===== src/rtl/seq_scan_pkg.sv =====
// -----------------------------------------------------------------------------
// seq_scan_pkg
// Shared types for the "1011" byte-stream scanner:
//   ctrl_state_t : sequencer states (IDLE, LOAD, SHIFT, DONE)
//   det_state_t  : bit detector states (D_IDLE, D_1, D_10, D_101)
//   PATTERN      : the serial pattern being searched for, first bit in bit 3
// -----------------------------------------------------------------------------
package seq_scan_pkg;

   typedef enum logic [1:0] {
      IDLE  = 2'b00,
      LOAD  = 2'b01,
      SHIFT = 2'b10,
      DONE  = 2'b11
   } ctrl_state_t;

   // Each state names the longest pattern prefix seen so far.
   typedef enum logic [1:0] {
      D_IDLE = 2'b00,
      D_1    = 2'b01,
      D_10   = 2'b10,
      D_101  = 2'b11
   } det_state_t;

   // "1011", received MSB-first: PATTERN[3] is the first bit on the wire.
   localparam logic [3:0] PATTERN = 4'b1011;

endpackage


===== src/rtl/seq_scan_ctrl_if.sv =====
// -----------------------------------------------------------------------------
// seq_scan_ctrl_if
// Byte-wide valid/ready stream feeding the scanner.
//   byte_valid : source has a word on byte_in
//   byte_in    : data word (DATA_W bits)
//   byte_last  : qualifies byte_in as the final word of the frame
//   byte_ready : sink can accept a word
// Handshake: a word transfers on a rising clk edge where byte_valid and
// byte_ready are both 1. While byte_ready is 0 the source may change
// byte_in/byte_last freely; the sink ignores byte_valid in that case.
// Modports: master = source side, slave = scanner side.
// -----------------------------------------------------------------------------
interface seq_scan_ctrl_if #(
   parameter int DATA_W = 8
);

   logic              byte_valid;
   logic [DATA_W-1:0] byte_in;
   logic              byte_last;
   logic              byte_ready;

   modport master (
      output byte_valid,
      output byte_in,
      output byte_last,
      input  byte_ready
   );

   modport slave (
      input  byte_valid,
      input  byte_in,
      input  byte_last,
      output byte_ready
   );

endinterface


===== src/rtl/seq_bit_det.sv =====
// -----------------------------------------------------------------------------
// seq_bit_det
// Mealy detector for the serial pattern "1011".
// Ports:
//   clk, rst_n : clock, asynchronous active-low reset
//   clr        : return to D_IDLE (has priority over en)
//   en         : consume bit_in this cycle; state holds when low
//   bit_in     : serial data bit
//   match      : combinational, 1 when the current bit completes the pattern
//   state_dbg  : current detector state
// Build option: SEQ_OVERLAP_EN defined -> after a match continue from D_1 so
// overlapping occurrences count; undefined -> restart from D_IDLE.
// -----------------------------------------------------------------------------
module seq_bit_det
   import seq_scan_pkg::*;
(
   input  logic       clk,
   input  logic       rst_n,
   input  logic       clr,
   input  logic       en,
   input  logic       bit_in,
   output logic       match,
   output det_state_t state_dbg
);

   det_state_t state;
   det_state_t state_next;

   always_ff @(posedge clk or negedge rst_n) begin
      if (!rst_n) begin
         state <= D_IDLE;
      end else begin
         state <= state_next;
      end
   end

   // On a mismatching bit, fall back to the longest suffix that is still a
   // prefix of "1011" (KMP-style failure transitions).
   always_comb begin
      state_next = state;
      match      = 1'b0;
      if (clr) begin
         state_next = D_IDLE;
      end else if (en) begin
         case (state)
            D_IDLE:  state_next = (bit_in == PATTERN[3]) ? D_1   : D_IDLE;
            D_1:     state_next = (bit_in == PATTERN[2]) ? D_10  : D_1;
            D_10:    state_next = (bit_in == PATTERN[1]) ? D_101 : D_IDLE;
            D_101: begin
               if (bit_in == PATTERN[0]) begin
                  match = 1'b1;
`ifdef SEQ_OVERLAP_EN
                  // trailing '1' of the match starts the next occurrence
                  state_next = D_1;
`else
                  state_next = D_IDLE;
`endif
               end else begin
                  state_next = D_10;
               end
            end
            default: state_next = D_IDLE;
         endcase
      end
   end

   assign state_dbg = state;

endmodule


===== src/rtl/seq_scan_ctrl.sv =====
// -----------------------------------------------------------------------------
// seq_scan_ctrl
// Accepts words over a valid/ready stream, shifts each one MSB-first into a
// "1011" detector (one bit per clock), counts matches per frame and pulses
// irq when the count first reaches a programmable threshold.
// Ports:
//   clk, rst_n   : clock (rising edge), asynchronous active-low reset
//   start        : one-cycle pulse, begins a frame; ignored unless idle
//   src          : slave side of the byte stream (byte_valid/in/last/ready)
//   match_thresh : irq threshold, sampled at start; 0 disables irq
//   busy         : frame in progress (LOAD, SHIFT, DONE)
//   done         : one-cycle pulse after the last bit of the last word
//   match_cnt    : saturating match count of current/last frame
//   irq          : one-cycle pulse when match_cnt first equals threshold
//   ctrl_state   : sequencer state, for observation
//   det_state    : detector state, for observation
// Build option: SEQ_OVERLAP_EN (overlapping matches, see seq_bit_det).
// Throughput: DATA_W+1 cycles per word (one LOAD + DATA_W SHIFT cycles).
// -----------------------------------------------------------------------------
module seq_scan_ctrl
   import seq_scan_pkg::*;
#(
   parameter int CNT_W  = 8,
   parameter int DATA_W = 8
) (
   input  logic             clk,
   input  logic             rst_n,
   input  logic             start,
   seq_scan_ctrl_if.slave   src,
   input  logic [CNT_W-1:0] match_thresh,
   output logic             busy,
   output logic             done,
   output logic [CNT_W-1:0] match_cnt,
   output logic             irq,
   output ctrl_state_t      ctrl_state,
   output det_state_t       det_state
);

   localparam int IDX_W = (DATA_W > 1) ? $clog2(DATA_W) : 1;

   ctrl_state_t       state;
   ctrl_state_t       state_next;
   logic [DATA_W-1:0] shreg;
   logic [IDX_W-1:0]  idx;
   logic              last_q;
   logic [CNT_W-1:0]  thresh_q;
   logic              irq_fired;

   logic              ready;
   logic              det_clr;
   logic              det_en;
   logic              det_match;
   logic              bit_cur;
   logic [CNT_W-1:0]  cnt_inc;

   assign bit_cur        = shreg[idx];
   assign cnt_inc        = match_cnt + CNT_W'(1);
   assign src.byte_ready = ready;
   assign ctrl_state     = state;

   always_ff @(posedge clk or negedge rst_n) begin
      if (!rst_n) begin
         state <= IDLE;
      end else begin
         state <= state_next;
      end
   end

   always_comb begin
      state_next = state;
      ready      = 1'b0;
      busy       = 1'b0;
      done       = 1'b0;
      det_clr    = 1'b0;
      det_en     = 1'b0;
      case (state)
         IDLE: begin
            if (start) begin
               det_clr    = 1'b1;
               state_next = LOAD;
            end
         end
         LOAD: begin
            ready = 1'b1;
            busy  = 1'b1;
            if (src.byte_valid) begin
               state_next = SHIFT;
            end
         end
         SHIFT: begin
            busy   = 1'b1;
            det_en = 1'b1;
            if (idx == '0) begin
               state_next = last_q ? DONE : LOAD;
            end
         end
         DONE: begin
            busy       = 1'b1;
            done       = 1'b1;
            state_next = IDLE;
         end
         default: state_next = IDLE;
      endcase
   end

   always_ff @(posedge clk or negedge rst_n) begin
      if (!rst_n) begin
         shreg     <= '0;
         idx       <= '0;
         last_q    <= 1'b0;
         thresh_q  <= '0;
         match_cnt <= '0;
         irq       <= 1'b0;
         irq_fired <= 1'b0;
      end else begin
         irq <= 1'b0;
         case (state)
            IDLE: begin
               if (start) begin
                  match_cnt <= '0;
                  thresh_q  <= match_thresh;
                  irq_fired <= 1'b0;
               end
            end
            LOAD: begin
               if (src.byte_valid) begin
                  shreg  <= src.byte_in;
                  last_q <= src.byte_last;
                  idx    <= IDX_W'(DATA_W - 1);
               end
            end
            SHIFT: begin
               if (idx != '0) begin
                  idx <= idx - IDX_W'(1);
               end
               // Saturate: once at all-ones further matches change nothing,
               // so irq cannot retrigger there either.
               if (det_match && (match_cnt != '1)) begin
                  match_cnt <= cnt_inc;
                  if ((thresh_q != '0) && (cnt_inc == thresh_q) && !irq_fired) begin
                     irq       <= 1'b1;
                     irq_fired <= 1'b1;
                  end
               end
            end
            default: ;
         endcase
      end
   end

   seq_bit_det u_det (
      .clk       (clk),
      .rst_n     (rst_n),
      .clr       (det_clr),
      .en        (det_en),
      .bit_in    (bit_cur),
      .match     (det_match),
      .state_dbg (det_state)
   );

endmodule

===== src/flat_wrapper.sv =====
// flat-port wrapper written by rule: the top's interface ports become plain ports
module seq_scan_ctrl_flat import seq_scan_pkg::*;
#(
   parameter int CNT_W  = 8,
   parameter int DATA_W = 8
)
  (clk, rst_n, start, match_thresh, busy, done, match_cnt, irq, ctrl_state, det_state, src_byte_valid, src_byte_in, src_byte_last, src_byte_ready);
  seq_scan_ctrl_if #(.DATA_W(DATA_W)) src_i ();
  input  logic clk;
  input  logic rst_n;
  input  logic start;
  input  logic [CNT_W-1:0] match_thresh;
  output logic busy;
  output logic done;
  output logic [CNT_W-1:0] match_cnt;
  output logic irq;
  output ctrl_state_t ctrl_state;
  output det_state_t det_state;
  input wire logic [$bits(src_i.byte_valid)-1:0] src_byte_valid;
  input wire logic [$bits(src_i.byte_in)-1:0] src_byte_in;
  input wire logic [$bits(src_i.byte_last)-1:0] src_byte_last;
  output wire logic [$bits(src_i.byte_ready)-1:0] src_byte_ready;
  assign src_i.byte_valid = src_byte_valid;
  assign src_i.byte_in = src_byte_in;
  assign src_i.byte_last = src_byte_last;
  assign src_byte_ready = src_i.byte_ready;
  seq_scan_ctrl #(.CNT_W(CNT_W), .DATA_W(DATA_W)) u_core (.clk(clk), .rst_n(rst_n), .start(start), .src(src_i), .match_thresh(match_thresh), .busy(busy), .done(done), .match_cnt(match_cnt), .irq(irq), .ctrl_state(ctrl_state), .det_state(det_state));
endmodule

===== config.mk =====
export PLATFORM = sky130hd
export DESIGN_NAME = seq_scan_ctrl_flat
export DESIGN_NICKNAME = d
export VERILOG_FILES = /design/src/rtl/seq_scan_pkg.sv /design/src/rtl/seq_scan_ctrl_if.sv /design/src/rtl/seq_bit_det.sv /design/src/rtl/seq_scan_ctrl.sv /design/src/flat_wrapper.sv
export SDC_FILE = /design/constraint.sdc
export NUM_CORES = 1
export LEC_CHECK = 0
export ABC_AREA = 1
export ABC_CLOCK_PERIOD_IN_PS = 2300
export CAP_MARGIN = 0
export CORE_AREA = 2 2 72 57
export CTS_BUF_LIST = sky130_fd_sc_hd__clkbuf_4
export CTS_CLUSTER_SIZE = 30
export DETAILED_ROUTE_END_ITERATION = 10
export DIE_AREA = 0 0 74 59
export HOLD_SLACK_MARGIN = 0.12
export PLACE_DENSITY = 0.78
export SLEW_MARGIN = 10
export SYNTH_ARGS = -nofsm -noshare
export SYNTH_HDL_FRONTEND = slang
export SYNTH_SLANG_ARGS = --single-unit

===== constraint.sdc =====
create_clock -name clk -period 2.3 [get_ports clk]
set_clock_uncertainty 0.2 [all_clocks]
set_input_delay 0.46 -clock clk [delete_from_list [all_inputs] [get_ports clk]]
set_output_delay 0.46 -clock clk [all_outputs]
set_load 0.01 [all_outputs]

Yosys cells after proc, flatten, opt, wreduce, memory -nomap -nowiden --
Index checks and enable logic that the tools add are counted. Widths: inputs -> output; s select.
Cells by class: eq/ne operators 14, $lt $le $gt $ge 1, muxes and demuxes 37, add/subtract/negate cells 2, reductions and logical operators 19
Operators with widths (count):
- $mux 1 | 18
- $mux 2 | 9
- $mux 8 | 2
- $pmux 2 s4 | 2
- $pmux 8 s2 | 1
- $reduce_and 3->1 | 3
- $add 8x1->8 const B | 1
- $eq 2x2->1 const B | 4
- $eq 8x8->1 | 1
- $ne 2x1->1 const B | 4
- $ne 8x8->1 const B | 1
- $reduce_bool 8->1 | 1
- $mux 3 | 2
- $pmux 3 s2 | 1
- $reduce_bool 2->1 | 3
- $eq 2x1->1 const B | 2
- $logic_not 2->1 | 2
- $lt 3x4->1 const B | 1
- $ne 2x2->1 const B | 2
- $reduce_and 2->1 | 2
- $reduce_and 4->1 | 1
- $bmux 1 s3 | 1
- $logic_and 1x1->1 | 3
- $logic_not 3->1 | 1
- other kinds (5) | 5
Storage, ports and cells: output and inout port bits 16, flip-flop bits (word level) 34

Longest topological paths before layout --
Gate-level depths: netlist of run 1.
word-level depth 9, mapped depth 11, gate-level depth less buffers 11

By module --
A second synthesis of run 1 with hierarchy kept.
Unflattened totals: cell total of the unflattened synthesis 253, area, all modules 1888.1 um2
Modules (own cells, without submodules):
- seq_scan_ctrl | sequential area each 800.8 um2, area an instance 1764.2 um2, instances 1, cells an instance 233
- seq_bit_det | sequential area each 50.0 um2, area an instance 123.9 um2, instances 1, cells an instance 20

Worst setup path before layout of run 1 --
Ideal clock, no wire load.
kind register to register, start point register u_core.match_cnt[0], end point register u_core.irq, clock period less this slack 1760 ps, slack 540 ps, stages on the path, launching flop included 9, buffers on the path 1, arrival 1489 ps, data required time 2029 ps, cells stage by stage dfrtp_1 > ha_1 > nand2_1 > nor2_1 > a21oi_1 > nand3_1 > buf_6 > nand3b_1 > nor2_1
Between the ends: word-level cells in the longest chain between the ends 7
RTL lines:
- from (decl) | RTL line seq_scan_ctrl.sv:33 | output logic [CNT_W-1:0] match_cnt,
- from (signal assigned) | RTL line seq_scan_ctrl.sv:139 | match_cnt <= cnt_inc;
- $add 8x1->8 | RTL line seq_scan_ctrl.sv:57 | assign cnt_inc = match_cnt + CNT_W'(1);
- $eq 8x8->1 | RTL line seq_scan_ctrl.sv:140 | if ((thresh_q != '0) && (cnt_inc == thresh_q) && !irq_fired) begin
- $logic_and 1x1->1 (2 in a row) | RTL line seq_scan_ctrl.sv:140
- $mux 1 | RTL line seq_scan_ctrl.sv:140
- $mux 1 * | RTL line seq_scan_ctrl.sv:138 | if (det_match && (match_cnt != '1)) begin
- $mux 1 * | RTL line seq_scan_ctrl.sv:117 | case (state)
- to (signal assigned) | RTL line seq_scan_ctrl.sv:113 | irq <= 1'b0;
- to (signal assigned) | RTL line seq_scan_ctrl.sv:116 | irq <= 1'b0;
- to (signal assigned) | RTL line seq_scan_ctrl.sv:141 | irq <= 1'b1;
- to (decl) | RTL line seq_scan_ctrl.sv:34 | output logic irq,
Every way passes the cells marked *; elsewhere a longest branch is shown, timed or not. A chain may end at the register's enable or synchronous reset.

Final worst setup path of run 1 --
start point register u_core.match_cnt[0], end point output match_cnt[0]
RTL lines:
- to (decl) | RTL line flat_wrapper.sv:15 | output logic [CNT_W-1:0] match_cnt;
No word-level cell between the ends.

==> Implementation_results.wiki, run 1 <==
{| class="wikitable"
! Metric !! Value
|-
| Vias in the first global route || 1633
|-
| Placeable core region || 3590 um2
|-
| Die Height || 59 um
|-
| Register Area || 852 um2
|-
| Max-slew violation count || 0
|-
| Fraction of layout cells with a size suffix above 1 || 5.86%
|-
| WP buf/inv || 1
|-
| Number of antenna violations at the first check in global routing || 0
|-
| Clock Tree Root || sky130_fd_sc_hd__clkbuf_4
|-
| Clock Pin Slew Worst Setup and Hold Paths || 100 ps
|-
| Number of diodes added for antenna fixing || 0
|-
| Insertion delay of the later-clocked pin in the worst-skew pair || 340 ps
|-
| Grt met1 use || 32.2%
|-
| Number of rows created at floorplan || 19
|-
| Synthesized flop and latch total || 34
|-
| Sort of element at the start of the critical path || flop
|-
| Residual DRC || 0
|-
| Most Used Layer, Global Route || met1
|-
| Post-synthesis cell type with the largest combined area || sky130_fd_sc_hd__dfrtp_1
|-
| Peak supply drop || 0.000659 V
|-
| Highest achievable clock rate || 479 MHz
|-
| Path category of the worst min-delay check || reg -> reg
|-
| Total setup buffers inserted after CTS || 0
|-
| Average detailed-routed wire length per instance || 11.3 um
|-
| Post-cts resize count || 0
|-
| Global route total overflow || 0
|-
| Number of violations reported at the end of detailed-routing iteration 0 || 104
|-
| Setup TNS || 0 ps
|-
| WP data required || 1640 ps
|-
| Top fanout value on the critical path || 8
|-
| Max-slew headroom at the worst pin || 71.4%
|-
| CTS Sinks || 34
|-
| Critical path type || reg -> out
|-
| Synthesized cell area || 1880 um2
|-
| Met3 Track Usage GR || 4.42%
|-
| Highest-delay cell along the critical path || sky130_fd_sc_hd__clkdlybuf4s50_1
|-
| Number of buffers created by CTS || 5
|-
| Cells along the critical path || clkdlybuf4s50_1
|-
| Critical Path Start || u_core.match_cnt[0]$_DFFE_PN0P_
|-
| Final weighted congestion of routability-driven global placement || 0.830
|-
| Sequential-to-total area share from yosys stat || 45.3%
|-
| Syn Inst Count || 263
|-
| Number of buffer cells added on primary ports || 36
|-
| CTS tree || yes
|-
| Total leakage power || 1.15 nW
|-
| Total placed cells including tap cells || 351
|-
| Clock buffer depth || 2
|-
| H-Tree Depth || 2
|-
| Result of the run || completed
|-
| Non-Filler Cell Area, Final || 2360 um2
|-
| Yosys warning count || 0
|-
| RR Startpoint || u_core.match_cnt[0]$_DFFE_PN0P_
|-
| Most frequent standard cell in the layout excluding fill and tap cells || sky130_fd_sc_hd__nand2_1
|-
| X dimension of the die || 74 um
|-
| Number of nets in the final layout || 330
|-
| Area taken by multi-input logic gates || 851 um2
|-
| Count of nets left with antenna violations after detail routing || 0
|-
| Hold bufs inserted after CTS || 0
|-
| Via total after detailed routing || 1771
|-
| Sort of element at the end of the critical path || output port
|-
| Top-level port count || 37
|-
| Overall routing resource usage || 21.7%
|-
| Post-synthesis to final-layout area growth || 25.8%
|-
| Max cap viols || 0
|-
| Post-route clock period utilization || 90.8%
|-
| Commonest non-fill, non-tap cells in the layout || 88 x sky130_fd_sc_hd__nand2_1, 37 x sky130_fd_sc_hd__inv_1, 34 x sky130_fd_sc_hd__clkdlybuf4s50_1
|-
| CP peak stage delay || 600 ps
|-
| Area after DPL || 2300 um2
|-
| Initial standard-cell utilization of the core || 52.3%
|-
| Total routed wirelength || 4040 um
|-
| Core Util, Final || 65.8%
|-
| Final setup violation count || 0
|-
| Largest cells by area after synthesis || sky130_fd_sc_hd__dfrtp_1 45%, sky130_fd_sc_hd__nand2_1 18%, sky130_fd_sc_hd__inv_1 7.4%
|-
| Minimum period implied by the final worst setup slack || 2090 ps
|-
| Pin count of the biggest net entering global routing || 35
|-
| HPWL reported at the end of detailed placement || 3090 um
|-
| Critical path's top delay family || buffers and inverters
|-
| Worst hold start || u_core.last_q$_DFFE_PN0P_
|-
| Global-route wire length before repair || 7170 um
|-
| Worst slew pin tran || 428 ps
|-
| Setup repair after global routing missed its margin || false
|-
| Synthesized area per cell || 7.14 um2
|-
| Grt met2 use || 31.3%
|-
| Post-synth top area share || 45.3%
|-
| Vias per inst || 4.93
|-
| Full die area || 4370 um2
|-
| Number of optimization iterations in the first detailed-route pass || 4
|-
| Fill cell total of the finished layout || 316
|-
| Net count after synthesis || 287
|-
| Data arrival time at the worst-slack endpoint || 1430 ps
|-
| Hold violation count in the final report || 0
|-
| Pwr Density || 985 nW/um2
|-
| Yosys cell types || 20
|-
| Count of non-filler cells in the finished layout || 359
|}
-- stage by stage --
step | setup WS [ps] | hold WS, ps | power, mW
after floorplan | 540 | -35.6 | 1.66
after global placement | 357 | 258 | 1.99
after detailed placement | 322 | 262 | 2.02
final | 211 | 282 | 2.33
after CTS | 16.4 | 286 | 2.34
after global routing | 89.9 | 322 | 2.57
-- flip-flops by register name, indices dropped and copies added, names as in the netlist --
signal                  count
u_core.match_cnt            8
u_core.shreg                8
u_core.thresh_q             8
u_core.idx                  3
u_core.ctrl_state           2
u_core.u_det.state_dbg      2
u_core.irq                  1
u_core.irq_fired            1
u_core.last_q               1
-- power by group --
| part | leakage, nW | total, mW | switching (mW) | internal (mW) |
|---|---|---|---|---|
| Combinational | 0.692 | 1.03 | 0.613 | 0.421 |
| Sequential | 0.429 | 0.970 | 0.165 | 0.805 |
| Clock | 0.0331 | 0.326 | 0.199 | 0.127 |
-- cell families (layout without fill, tap and decap cells) --
group | count (synthesis) | after routing | share of synthesized area, %
flops | 34 | 34 | 45.3
compound gates | 35 | 35 | 10.1
buf+inv | 43 | 87 | 9.39
fa+ha+maj | 3 | 3 | 2.00
simple gates | 148 | 148 | 33.2
-- per-layer routing --
layer	part of all wire, %	wire length (um)
met5	0	0
met1	52	2110
met4	0.67	27
met2	41	1650
met3	6.3	254
-- cells in the mapped netlist, drive strengths merged --
library cell / n
clkbuf: 1
o31ai: 1
nor2: 32
a21oi: 5
nand3b: 2
o22ai: 6
buf: 3
nand3: 24
nand4: 2
a22oi: 1
inv: 39
o211ai: 1
o21ai: 21
dfrtp: 34
nand2: 88
ha: 3
-- layout make-up --
type | instances | area share, %
Clock buffer | 6 | 1.91
Clock inverter | 2 | 0.371
Inverter | 39 | 6.19
Multi-Input combinational cell | 186 | 36.0
Sequential cell | 34 | 36.1
Tap cell | 52 | 2.75
Timing Repair Buffer | 40 | 16.7
-- final timing paths --
path | endpoint | slack (ps) | cells after the start
min in group asynchronous | u_core.shreg[7]$_DFFE_PN0P_ | 320 | 2
setup / recovery | match_cnt[0] | 210 | 1
hold reg to reg | u_core.last_q$_DFFE_PN0P_ | 280 | 2
setup reg to reg | u_core.match_cnt[0]$_DFFE_PN0P_ | 250 | 8
max in group asynchronous | u_core.ctrl_state[0]$_DFFE_PN0P_ | 1240 | 2
hold / removal | u_core.last_q$_DFFE_PN0P_ | 280 | 2
Note: power is estimated with default switching activity, not from simulation.
==> run 2, diff against run 1 <==
Settings changed: CAP_MARGIN 0 to unset.
==> results of run 2 <==
Same layout as run 1: the final DEF is identical, and so are final timing and power.
